==> src/rtl/pipeline_ctrl_pkg.sv <==
// Shared definitions for the pipeline controller: FSM encoding, stage indices
// and counter widths.
package pipeline_ctrl_pkg;

   typedef enum logic [1:0] {
      ST_RUN   = 2'd0,
      ST_DRAIN = 2'd1,
      ST_ENTER = 2'd2
   } state_t;

   localparam int STG_IF  = 0;
   localparam int STG_ID  = 1;
   localparam int STG_EX  = 2;
   localparam int STG_MEM = 3;
   localparam int STG_WB  = 4;
   localparam int NUM_STAGES = STG_WB + 1;

   localparam int DRAIN_CNT_W = 4;
   localparam int WDOG_CNT_W  = 16;

endpackage

==> src/rtl/pipeline_ctrl_stall_wdog.sv <==
// Stall watchdog: counts consecutive stalled cycles and raises a sticky
// timeout once the count reaches WDOG_LIMIT (saturating 16-bit counter).
module stall_wdog
   import pipeline_ctrl_pkg::*;
#(
   parameter int WDOG_LIMIT = 1024
) (
   input  logic clk,
   input  logic rst,
   input  logic stall_in,
   output logic timeout
);

   logic [WDOG_CNT_W-1:0] cnt;
   logic [WDOG_CNT_W-1:0] cnt_inc;

   assign cnt_inc = (cnt == '1) ? cnt : cnt + WDOG_CNT_W'(1);

   always_ff @(posedge clk) begin
      if (!rst) begin
         cnt     <= '0;
         timeout <= 1'b0;
      end else begin
         cnt <= stall_in ? cnt_inc : '0;
         if (stall_in && (cnt_inc >= WDOG_CNT_W'(WDOG_LIMIT)))
            timeout <= 1'b1;
      end
   end

endmodule

==> src/rtl/pipeline_ctrl.sv <==
// Pipeline hazard/redirect/interrupt-entry controller.
// Optional stall watchdog is built when PIPELINE_CTRL_WDOG_EN is defined.
module pipeline_ctrl
   import pipeline_ctrl_pkg::*;
#(
   parameter int XLEN         = 32,
   parameter int DRAIN_CYCLES = 3,
   parameter int WDOG_LIMIT   = 1024
) (
   input  logic            clk,
   input  logic            rst,
   input  logic            hold_id,
   input  logic            hold_div,
   input  logic            hold_mem,
   input  logic            jump_req,
   input  logic [XLEN-1:0] jump_addr,
   input  logic            irq_req,
   input  logic [XLEN-1:0] irq_vec,
   output logic [4:0]      stall,
   output logic [4:0]      flush,
   output logic            redir_valid,
   output logic [XLEN-1:0] redir_addr,
   output logic            irq_ack,
   output logic            wdog_timeout
);

   localparam logic [DRAIN_CNT_W-1:0] DRAIN_LOAD = DRAIN_CNT_W'(DRAIN_CYCLES);

   // Reject out-of-range parameters at elaboration.
   if (DRAIN_CYCLES < 1 || DRAIN_CYCLES > 15) begin : g_bad_drain
      $error("pipeline_ctrl: DRAIN_CYCLES must be 1..15");
   end
   if (WDOG_LIMIT < 2 || WDOG_LIMIT > 65535) begin : g_bad_wdog
      $error("pipeline_ctrl: WDOG_LIMIT must be 2..65535");
   end

   state_t                 state, state_nxt;
   logic [DRAIN_CNT_W-1:0] cnt, cnt_nxt;
   logic [NUM_STAGES-1:0]  stall_c, flush_c;
   logic                   redir_valid_c;
   logic [XLEN-1:0]        redir_addr_c;
   logic                   jump_go;

   always_ff @(posedge clk) begin
      if (!rst) begin
         state   <= ST_RUN;
         cnt     <= '0;
         irq_ack <= 1'b0;
      end else begin
         state   <= state_nxt;
         cnt     <= cnt_nxt;
         irq_ack <= (state == ST_ENTER);
      end
   end

   always_comb begin
      state_nxt     = state;
      cnt_nxt       = cnt;
      stall_c       = '0;
      flush_c       = '0;
      redir_valid_c = 1'b0;
      redir_addr_c  = '0;
      jump_go       = 1'b0;

      case (state)
         ST_RUN, ST_DRAIN: begin
            // A jump seen under a mem/div hold waits until the hold drops.
            jump_go = jump_req & ~hold_mem & ~hold_div;
            if (hold_mem) begin
               stall_c[STG_MEM:STG_IF] = '1;
            end else if (hold_div) begin
               stall_c[STG_EX:STG_IF] = '1;
               flush_c[STG_MEM]       = 1'b1;
            end else if (jump_req) begin
               flush_c[STG_EX:STG_ID] = '1;
               redir_valid_c          = 1'b1;
               redir_addr_c           = jump_addr;
            end else if (hold_id) begin
               stall_c[STG_ID:STG_IF] = '1;
               flush_c[STG_EX]        = 1'b1;
            end

            if (state == ST_RUN) begin
               if (irq_req && !jump_go) begin
                  state_nxt = ST_DRAIN;
                  cnt_nxt   = DRAIN_LOAD;
               end
            end else begin
               stall_c[STG_IF] = 1'b1;
               flush_c[STG_ID] = 1'b1;
               if (!irq_req) begin
                  state_nxt = ST_RUN;
                  cnt_nxt   = '0;
               end else if (jump_go) begin
                  cnt_nxt = DRAIN_LOAD;
               end else if (!hold_mem && !hold_div) begin
                  if (cnt <= DRAIN_CNT_W'(1)) begin
                     cnt_nxt   = '0;
                     state_nxt = ST_ENTER;
                  end else begin
                     cnt_nxt = cnt - DRAIN_CNT_W'(1);
                  end
               end
            end
         end

         ST_ENTER: begin
            flush_c[STG_MEM:STG_ID] = '1;
            redir_valid_c           = 1'b1;
            redir_addr_c            = irq_vec;
            state_nxt               = ST_RUN;
            cnt_nxt                 = '0;
         end

         default: begin
            state_nxt = ST_RUN;
            cnt_nxt   = '0;
         end
      endcase

      // Hold the whole pipe while reset is applied.
      if (!rst) begin
         stall_c       = '1;
         flush_c       = '1;
         redir_valid_c = 1'b0;
      end
   end

   assign stall       = stall_c;
   assign flush       = flush_c;
   assign redir_valid = redir_valid_c;
   assign redir_addr  = redir_addr_c;

`ifdef PIPELINE_CTRL_WDOG_EN
   stall_wdog #(
      .WDOG_LIMIT(WDOG_LIMIT)
   ) u_wdog (
      .clk      (clk),
      .rst      (rst),
      .stall_in (stall[STG_IF]),
      .timeout  (wdog_timeout)
   );
`else
   assign wdog_timeout = 1'b0;
`endif

endmodule

==> config.mk <==
export PLATFORM = sky130hd
export DESIGN_NAME = pipeline_ctrl
export DESIGN_NICKNAME = d
export VERILOG_FILES = /design/src/rtl/pipeline_ctrl_pkg.sv /design/src/rtl/pipeline_ctrl_stall_wdog.sv /design/src/rtl/pipeline_ctrl.sv
export SDC_FILE = /design/constraint.sdc
export NUM_CORES = 1
export LEC_CHECK = 0
export BUFFER_PORTS_ARGS = -buffer_cell sky130_fd_sc_hd__buf_2
export CORE_MARGIN = 4
export CORE_UTILIZATION = 28
export DETAILED_ROUTE_END_ITERATION = 8
export GPL_ROUTABILITY_DRIVEN = 0
export PLACE_DENSITY = 0.72
export SLEW_MARGIN = 20
export SYNTH_ARGS = -nofsm -noshare
export SYNTH_HDL_FRONTEND = slang
export SYNTH_SLANG_ARGS = --single-unit
==> constraint.sdc <==
create_clock -name clk -period 1.4 [get_ports clk]
set_input_delay 0.21 -clock clk [delete_from_list [all_inputs] [get_ports clk]]
set_output_delay 0.21 -clock clk [all_outputs]
set_load 0.05 [all_outputs]
==> metrics.cfg, run 1 <==
[clock_tree]
cts_buffers=3
clk_transition_reported_paths_ns=0.05
root_buffer=clkbuf_4
cts_tree=yes
cts_hold_buf=0
cts.path.max_buffers=2
htreeDepth=1
clk_latency_ns=0.26
cts.sinks=7

[sta]
layout_setup_ws_ns=-0.354
fin_crit_ns=1.75
max_freq_ghz=0.570
hold_viol_final=0
setup_viol=42
whs_ns=0.248
drv_slew=0
period_share=1.25
rsz0062_at_grt=true
clock_skew_ns=0.00194

[synth]
synth_top_area_share=0.318
ys_seq_area_frac=0.159
avgSynthCellArea_um2=7.59
syn-num-nets=189
synth_seq_cells=7
syn_area_um2=881
synth.area.top_cells=a22o_1 32%, dfxtp_1 16%, buf_2 5.1%, o21ai_0 5.1%, inv_1 3.4%
yosys-top-cells-count=32 x a22o_1, 9 x buf_2, 9 x o21ai_0
synthCells=116
synth.most_common_cell=a22o_1
ys_dominant_reg_cell=dfxtp_1
synth_cell_types=31
synthArstFlopShare=0
synth-edff-count=0
yosys.area.top_type=a22o_1
ys.warnings.count=0

[critical_path]
slowest_delay_ns=0.33
worstPathMaxFanout=9
end_kind=output port
crit_family=buffers and inverters
startpoint_type=register
worstPathCellList=buf_6 -> nor2b_4 -> buf_6 -> buf_8 -> a22o_2 -> buf_6
arrival_ns=1.54
cpMostUsedCell=buf_6
cp_slowest_cell=dfxtp_2
critPathRequiredTime_ns=1.19
cp_num_buf_inv=4
path_class=reg2out

[routing]
drt_iter0_drc=110
drtAntennaViolNets=0
postRouteWirelength_um=6180
viasPerCell=5.42
routedWlPerCell_um=21.5
drtPass1Iterations=4
vias=1560
drc=0

[place]
portBuffers=114
dp_cells=275
dp_hpwl_um=3420
placed_area_mm2=0.00177

[run]
maxCapViolations=0

[global_route]
grt_pass1_vias=1624
grt_max_degree=12
grt_pass1_wl_um=8910
grt_overflow=0
grtUsageTotal=0.283
antenna_found_initial=0

[worst_hold_path]
worstHoldPathType=in2reg

[floorplan]
die_h_um=64.1
dieArea_mm2=0.00411
rows=20
core_area_mm2=0.00303
initial_utilization=0.291
die_w_um=64.1
io_pins=116

[layout]
n_fill_cell=166
utilization=0.804
synthToLayoutAreaGrowth_pct=176
seqCellArea_um2=144
design_area_mm2=0.00243
diodes=0
layout-drive-gt1-share=0.779
fin_nets=318
multi_input_area_um2=933
fin_cells=288

[outcome]
status=finished with violations
failed_checks=negative setup slack

[pwr]
ir_drop_v=0.000431
total_power_mw=1.07
power_density_mw_per_mm2=441
power.static_leakage_nw=1.26

## cells in the final DEF (no fill, tap or decap), types with 5 or more instances in the layout
master,instances
buf_2,74
a22o_4,27
buf_6,22
buf_8,22
buf_4,10
inv_1,8
nand2_1,8
nor2_1,5
a21oi_1,5
## layer usage
layer	share of wire	vias up	track usage	wire length (um)
li1	-	693	-	-
met1	0.35	737	0.296	2180
met2	0.50	103	0.533	3110
met3	0.092	27	0.0633	568
met4	0.053	0	0.121	328
met5	0	-	0	0
## final timing paths
kind            start  slack (ns)  cells after the start              to
min reg2reg    cnt[1]        0.53                      2          cnt[1]
max reg2reg  state[1]       -0.15                      6          cnt[3]
max          state[1]       -0.35                      6  redir_addr[30]
min           irq_req        0.25                      3        state[0]
## state kept, by name, indices dropped and copies added, names as in the netlist
signal and cells:
cnt 4, irq_ack 1, state 2
## where the power goes
| part | internal [mW] | switching [mW] | total (mW) |
|---|---|---|---|
| clock | 0.109 | 0.0851 | 0.195 |
| sequential | 0.209 | 0.00902 | 0.218 |
| combinational | 0.295 | 0.366 | 0.661 |
| total | 0.613 | 0.461 | 1.07 |
## layout make-up
class,instances,share of cell area
Inverter,8,0.0123
Multi-Input combinational cell,88,0.383
Tap cell,44,0.0226
Sequential cell,7,0.0591
Timing Repair Buffer,137,0.512
Clock buffer,4,0.0108
## cell families (layout without fill, tap and decap cells)
family          after synthesis  after routing  synth area share
fa+ha+maj                     2              2            0.0284
simple gates                 31             31             0.200
other cells                   1              1           0.00426
compound gates               54             54             0.484
flops                         7              7             0.159
buf+inv                      21            149             0.124
## worst min-delay path: stages
cell,delay (ns)
buf_2,0.13
nand2_1,0.09
a21oi_1,0.04
## timing repair
action                     CTS  global route
pin swaps                   17             7
resized for setup          119            14
gates cloned                 5             0
setup endpoints to repair   39            45
setup buffers                3             1
## through the flow
stage / setup slack [ns] / TNS, ns
2_1_floorplan: -0.347 / -1.18
3_3_place_gp: -0.156 / -4.50
3_5_place_dp: -0.178 / -4.90
4_1_cts: -0.308 / -10.39
5_1_grt: -0.395 / -13.73
6_report: -0.354 / -11.76
Note: power is estimated with default switching activity, not from simulation.
==> run 2: changes to the inputs <==
CORE_UTILIZATION = 31   (was 28)
PLACE_DENSITY = 0.76   (was 0.72)
clock period = 1.85 ns   (was 1.4 ns; I/O delays follow)
==> run 2 against run 1 <==
Against the previous run:
- the run now ends clean
- sequential cell count did not move
- combinational power fell by 42%
- design area fell by 30%
- cell count fell by 10%
- global-route usage fell by 7.5 points
- critical path depth fell by 1
- non-clock buffer count fell by 16
- register-to-register slack improved by 0.52 ns
- clock power fell by 27%
- critical path type unchanged
- critical endpoint is now redir_addr[28]
- largest cell class unchanged
==> metrics.cfg, run 2 (synthesis results as in run 1) <==
[outcome]
status=completed

[layout]
largest_reg_flops=4
design_area_mm2=0.00171
largest-register=cnt
fin_nets=302
final_common_cell=buf_2
layout-drive-gt1-share=0.601
layout_common_cells=80 x buf_2, 32 x a22o_1, 21 x buf_4
diodes=0
synthToLayoutAreaGrowth_pct=93.8
reg.largest.list=cnt x4, state x2, irq_ack x1

[global_route]
grt_pass1_vias=1293
grtUsageTotal=0.208
grt_overflow=0
grt_max_degree=34
antenna_found_initial=0
grt_pass1_wl_um=5920

[routing]
drtPass1Iterations=4
viasPerCell=5.26
drtAntennaViolNets=0
drc=0
routedWlPerCell_um=16.4
vias=1363
drt_iter0_drc=94
postRouteWirelength_um=4250

[sta]
clock_skew_ns=0.00590
rsz0062_at_grt=true
fin_crit_ns=1.81
hold_viol_final=0
layout_setup_ws_ns=0.0396
setup_viol=0
period_share=0.979
max_freq_ghz=0.552
drv_slew=0

[critical_path]
critPathRequiredTime_ns=1.57
worstPathCellList=nor3_2 -> and2_4 -> bufbuf_16 -> a22o_1 -> buf_6
cp_slowest_cell=dfxtp_2
arrival_ns=1.53
worstPathMaxFanout=17
path_class=reg2out
slowest_delay_ns=0.35
end_kind=output port
startpoint_type=register
crit_family=buffers and inverters
cp_num_buf_inv=2

[clock_tree]
clk_latency_ns=0.26
cts.path.max_buffers=2
cts.sinks=7
cts_tree=yes
root_buffer=clkbuf_4
htreeDepth=1
clk_transition_reported_paths_ns=0.05
cts_buffers=3
cts_hold_buf=0

[place]
pre_cts_slack_ns=0.135
placed_area_mm2=0.00148
portBuffers=114
dp_hpwl_um=3190

[floorplan]
die_w_um=61.3
io_pins=116
core_area_mm2=0.00273
dieArea_mm2=0.00376
die_h_um=61.3
initial_utilization=0.322
rows=19

[pwr]
power_density_mw_per_mm2=404
total_power_mw=0.689
ir_drop_v=0.000413
power.static_leakage_nw=0.904

[worst_hold_path]
worstHoldPathType=in2reg

[run]
maxCapViolations=0

==> run 2: worst paths after layout <==
kind | endpoint | startpoint | slack, ns | depth (start not counted)
setup / recovery | redir_addr[28] | state[1] | 0.04 | 5
hold / removal | state[1] | irq_req | 0.32 | 3
setup reg to reg | cnt[1] | cnt[0] | 0.37 | 6
hold reg to reg | irq_ack | state[1] | 0.55 | 2
==> run 2: timing repair <==
item,4_1_cts,5_1_grt
hold endpoints to repair,0,0
cloned,1,0
resized for setup,54,0
setup buffers,0,1
setup endpoints to repair,34,9
pin swaps,2,2
==> run 2: cell type report <==
| class | count | area (um^2) |
|---|---|---|
| clock buffers | 4 | 26.3 |
| fillers | 244 | 1030 |
| inverters | 8 | 30.0 |
| multi-input cells | 88 | 648 |
| flip-flops and latches | 7 | 141 |
| well taps | 31 | 38.8 |
| repair buffers | 121 | 822 |
==> run 2: power breakdown <==
group,total [mW],internal (mW),switching [mW],leakage (nW)
combinational,0.383,0.155,0.229,0.832
sequential,0.163,0.157,0.00602,0.0577
clock,0.142,0.0825,0.0598,0.0150
==> run 2: tightest hold or removal path, stage by stage <==
cell	delay [ns]
buf_2	0.13
nand2_1	0.08
nor4_1	0.04
==> run 2: per-layer routing <==
metal | share of wire | track usage | vias up | routed length (um)
li1 | - | - | 657 | -
met1 | 0.31 | 0.203 | 614 | 1300
met2 | 0.52 | 0.378 | 75 | 2190
met3 | 0.13 | 0.0650 | 17 | 573
met4 | 0.044 | 0.127 | 0 | 186
met5 | 0 | 0 | - | 0
==> run 2: stage by stage <==
stage | instances | utilization | hold slack, ns | setup TNS (ns)
finish | 259 | 0.624 | 0.315 | 0
global placement | 253 | 0.542 | 0.540 | 0
floorplan | 116 | - | 0.418 | 0
global route | 259 | 0.624 | 0.349 | -0.0173
CTS | 258 | 0.622 | 0.305 | 0
detailed placement | 253 | 0.542 | 0.561 | 0
